===== src/rtl/dmem_arbiter.sv =====
// rtl/dmem_arbiter.sv - round-robin data-memory arbiter between CPU and DMA with bounded DMA burst lock
module dmem_arbiter #(
    parameter int MAX_BURST = 8,
    parameter int DEPTH     = 64
) (
    input  logic        clk,
    input  logic        reset,
    input  logic        c_req,
    input  logic        c_we,
    input  logic [31:0] c_a,
    input  logic [31:0] c_wd,
    output logic [31:0] c_rd,
    output logic        c_stall,
    input  logic        d_req,
    input  logic        d_we,
    input  logic [31:0] d_a,
    input  logic [31:0] d_wd,
    input  logic        d_lock,
    output logic [31:0] d_rd,
    output logic        d_ack,
    output logic        m_we,
    output logic [31:0] m_a,
    output logic [31:0] m_wd,
    input  logic [31:0] m_rd,
    output logic        err
);

    localparam int              BW      = $clog2(MAX_BURST + 1);
    localparam logic [BW-1:0]   MAX_W   = BW'(MAX_BURST);
    localparam logic [29:0]     DEPTH_W = 30'(DEPTH);

    typedef enum logic {RR, LOCK} state_t;

    state_t        state_q, state_d;
    logic          last_q, last_d;
    logic [BW-1:0] bcnt_q, bcnt_d;
    logic          gc, gd;
    logic          c_in, d_in;

    assign c_in = c_a[31:2] < DEPTH_W;
    assign d_in = d_a[31:2] < DEPTH_W;

    // Reset suppresses every grant so nothing reaches dmem mid-reset.
    always_comb begin
        gc = 1'b0;
        gd = 1'b0;
        if (!reset) begin
            if (state_q == LOCK && d_req && bcnt_q < MAX_W) begin
                gd = 1'b1;
            end else if (state_q == LOCK) begin
                gc = c_req;
                gd = !c_req && d_req;
            end else if (c_req && d_req) begin
                gc = last_q;
                gd = !last_q;
            end else begin
                gc = c_req;
                gd = d_req;
            end
        end
    end

    assign c_stall = c_req && !gc && !reset;
    assign d_ack   = gd;
    assign m_a     = gd ? d_a  : c_a;
    assign m_wd    = gd ? d_wd : c_wd;
    assign m_we    = (gc && c_we && c_in) || (gd && d_we && d_in);
    assign err     = (gc && !c_in) || (gd && !d_in);
    assign c_rd    = c_in ? m_rd : 32'h0000_0000;
    assign d_rd    = d_in ? m_rd : 32'h0000_0000;

    always_comb begin
        state_d = RR;
        bcnt_d  = '0;
        last_d  = last_q;
        if (gc) begin
            last_d = 1'b0;
        end else if (gd) begin
            last_d = 1'b1;
            if (d_lock) begin
                state_d = LOCK;
                bcnt_d  = (bcnt_q == MAX_W) ? MAX_W : bcnt_q + 1'b1;
            end
        end
    end

    always_ff @(posedge clk) begin
        if (reset) begin
            state_q <= RR;
            last_q  <= 1'b1;
            bcnt_q  <= '0;
        end else begin
            state_q <= state_d;
            last_q  <= last_d;
            bcnt_q  <= bcnt_d;
        end
    end

endmodule

===== config.mk =====
export PLATFORM = sky130hd
export DESIGN_NAME = dmem_arbiter
export DESIGN_NICKNAME = d
export VERILOG_FILES = /design/src/rtl/dmem_arbiter.sv
export SDC_FILE = /design/constraint.sdc
export NUM_CORES = 1
export LEC_CHECK = 0
export CORE_AREA = 2 2 116 118
export CTS_BUF_LIST = sky130_fd_sc_hd__clkbuf_4
export CTS_CLUSTER_DIAMETER = 60
export DETAILED_ROUTE_END_ITERATION = 16
export DIE_AREA = 0 0 118 120
export GPL_TIMING_DRIVEN = 0
export PLACE_DENSITY = 0.61
export SLEW_MARGIN = 20
export SYNTH_ARGS = -nofsm -noshare
export SYNTH_HDL_FRONTEND = slang
export SYNTH_SLANG_ARGS = --single-unit

===== constraint.sdc =====
create_clock -name clk -period 2.65 [get_ports clk]
set_input_delay 0.53 -clock clk [delete_from_list [all_inputs] [get_ports clk]]
set_output_delay 0.53 -clock clk [all_outputs]
set_load 0.1 [all_outputs]

==> flow_summary_export.csv <==
group,metric,value,unit
worst_setup_path,worstPathArrival,2.08,ns
synthesis,avgSynthCellArea,9.56,um2
layout,final_nets,684,
synthesis,synth_nets,362,
routing,routedWlPerCell,18.0,um
routing,drc,0,
synthesis,synthTopCellsByCount,"48 x and2_1, 48 x mux2_4, 17 x and2_2, 17 x mux2_2, 12 x nor4_1",
timing,skew,0.00389,ns
routing,dr.pass1.iters,4,
clock_tree,cts_tree,"built",
layout,final_util,49.8,%
power_and_ir_drop,p_total,1520,uW
timing,slew_violations,0,
floorplanning,num_rows,42,
grt,grt_pass1_vias,3074,
worst_setup_path,cpPeakStageDelay,0.26,ns
worst_setup_path,cp.required,2.12,ns
layout,final_cells,689,
placement,dp_cells,667,
power_and_ir_drop,p_leak,0.00292,uW
clock_tree,clock_sinks,6,
layout,drive_above_1_share,64.3,%
timing,worst_slew_pin_slew,0.955,ns
synthesis,synthFlopType,"dfxtp_1",
synthesis,yosysWarnings,0,
worst_setup_path,cp_top_family,"simple AND/OR/NAND/NOR gates",
clock_tree,htreeDepth,1,
synthesis,post_synth_mux_area_share,50.0,%
worst_setup_path,cpMostUsedCell,"buf_12",
clock_tree,cts_hold_buf,0,
synthesis,yosysSeqAreaShare,6.51,%
floorplanning,initial_core_util,14.2,%
floorplanning,die_h,120,um
synthesis,synthAdderAreaFrac,1.36,%
placement,place.gp.congestion,0.777,
clock_tree,cts_buffers,3,
grt,grtUsageTotal,15.6,%
run_status,status,"finished, final reports clean",
placement,dp_hpwl,9.47,mm
timing,grt_setup_unrepaired,"true",
routing,viasPerCell,4.08,
job,maxCapViolCount,0,
placement,dpl_cell_area,0.00511,mm2
timing,period_minus_slack,2.61,ns
timing,fmax,384,MHz
synthesis,synth_top_family_by_area,"multiplexers",
worst_setup_path,critical_path_peak_fanout,10,
worst_setup_path,crit_type,"in -> out",
synthesis,synth-compound-area-share,1.42,%
timing,hold_viol_final,0,
worst_setup_path,cp_cell_sequence,"dlygate4sd2_1, nor4_1, nand4_1, nor2_4, buf_12, clkbuf_8, and2_2, buf_12",
synthesis,synth_top_area_cell,"mux2_4",
synthesis,synth_edf_count,0,
synthesis,syn_area,0.00184,mm2
power_and_ir_drop,powerDensity,235,mW/mm2
layout,finalInstanceArea,0.00646,mm2
synthesis,synthSimpleGateAreaFrac,34.5,%
clock_tree,cts_root_buf,"clkbuf_4",
timing,setup_viol,0,
floorplanning,core_area,0.0130,mm2
clock_tree,clk_transition_reported_paths,0.04,ns
synthesis,synthXorXnorAreaFrac,0.475,%
floorplanning,die_w,118,um
routing,drt_iter0_drc,29,
floorplanning,die_area,0.0142,mm2
timing,period_share,98.4,%
grt,grt_pass1_wl,17.5,mm
clock_tree,cts_buffer_depth,2,
synthesis,synth.area.top_cells,"mux2_4 39%, and2_1 16%, mux2_2 10%",
grt,grt_max_degree,11,
worst_setup_path,critPathBufInv,4,
synthesis,synth_top_area_share,39.1,%
timing,hold-worst-slack,0.511,ns
synthesis,synth-async-reset-ratio,0,%
floorplanning,ios,299,
grt,antenna_found_initial,0,
worst_hold_path,hold_class,"reg -> reg",
routing,wl,12.4,mm
worst_setup_path,slowest_stage,"nor4_1",
routing,dr_total_vias,2811,
routing,ant_nets,0,
synthesis,ys_types,29,
power_and_ir_drop,vdd_drop_max,0.140,mV
synthesis,syn_inst,193,
grt,gr-total-overflow,0,
placement,io_buffers,298,
layout,antenna_cells,0,
layout,syn2layout_area_growth,250,%
synthesis,ys_ff_latch,6,
timing,relSlewSlack,36.6,%
worst_setup_path,end_kind,"primary output",
clock_tree,insertion_delay,0.25,ns
worst_setup_path,critPathLaunchType,"input port",
## per-stage QoR
stage | setup TNS, ns | setup WS (ns)
2_1_floorplan | 0 | 0.188
3_3_place_gp | -176.85 | -1.89
3_5_place_dp | -179.31 | -1.89
4_1_cts | -0.0553 | -0.00675
5_1_grt | -0.199 | -0.0222
6_report | 0 | 0.0426
## placed cells by master (no fill, tap or decap), types with 4 or more instances in the layout
cell,instances
and2_1,4
and2_2,24
and2_4,37
buf_12,92
buf_4,21
buf_6,25
buf_8,6
clkbuf_16,8
clkbuf_2,18
clkbuf_4,9
clkdlybuf4s15_1,8
clkdlybuf4s50_1,115
dfxtp_1,4
dlygate4sd2_1,21
dlymetal6s2s_1,4
mux2_2,17
mux2_4,48
nand2_1,4
nor4_2,8
## state kept, by name (all words and copies together) (netlist names)
register / flops
state_q: 1
bcnt_q: 4
last_q: 1
## worst paths after layout
kind | startpoint | to | slack, ns | depth (start not counted)
setup / recovery | d_a[11] | d_rd[7] | 0.04 | 8
hold / removal | bcnt_q[0] | bcnt_q[0] | 0.51 | 1
setup reg to reg | state_q | bcnt_q[0] | 1.01 | 8
hold reg to reg | bcnt_q[0] | bcnt_q[0] | 0.51 | 1
## where the power goes
part | internal, uW | total (uW) | leakage [uW] | switching [uW]
Clock | 51.2 | 84.2 | 0.0000138 | 33.0
Sequential | 93.2 | 95.0 | 0.0000498 | 1.80
Combinational | 538 | 1340 | 0.00286 | 798
## timing repair
action | in CTS | in global routing
pin swaps | 21 | 17
gates resized for setup | 1089 | 166
setup endpoints to repair | 132 | 126
gates cloned | 5 | 5
setup buffers | 6 | 3
## cell type report
cell class | instances | area [um2]
buffer | 13 | 251
clock buffer | 3 | 22.5
fill | 1172 | 6520
inverter | 3 | 13.8
multi-input combinational | 171 | 1830
sequential | 6 | 123
tap | 176 | 220
timing repair buffer | 317 | 4000
## logic make-up (layout without fill, tap and decap cells)
family                   count (synthesis)  count (layout)
multiplexers                            66              66
AO/OA/AOI/OAI                            4               4
adder cells (fa/ha/maj)                  2               2
flip-flops                               6               6
buffers and inverters                   16             336
XOR/XNOR                                 1               1
AND/OR/NAND/NOR                         98              98
## metal layers
layer	routed length, um	share of wire [%]	global-route usage [%]
met5	0	0	0
met4	38	0.31	1.13
met3	1060	8.6	4.90
met2	6790	55	29.9
met1	4540	37	17.5
No activity file was read; power rests on OpenSTA's default activity.
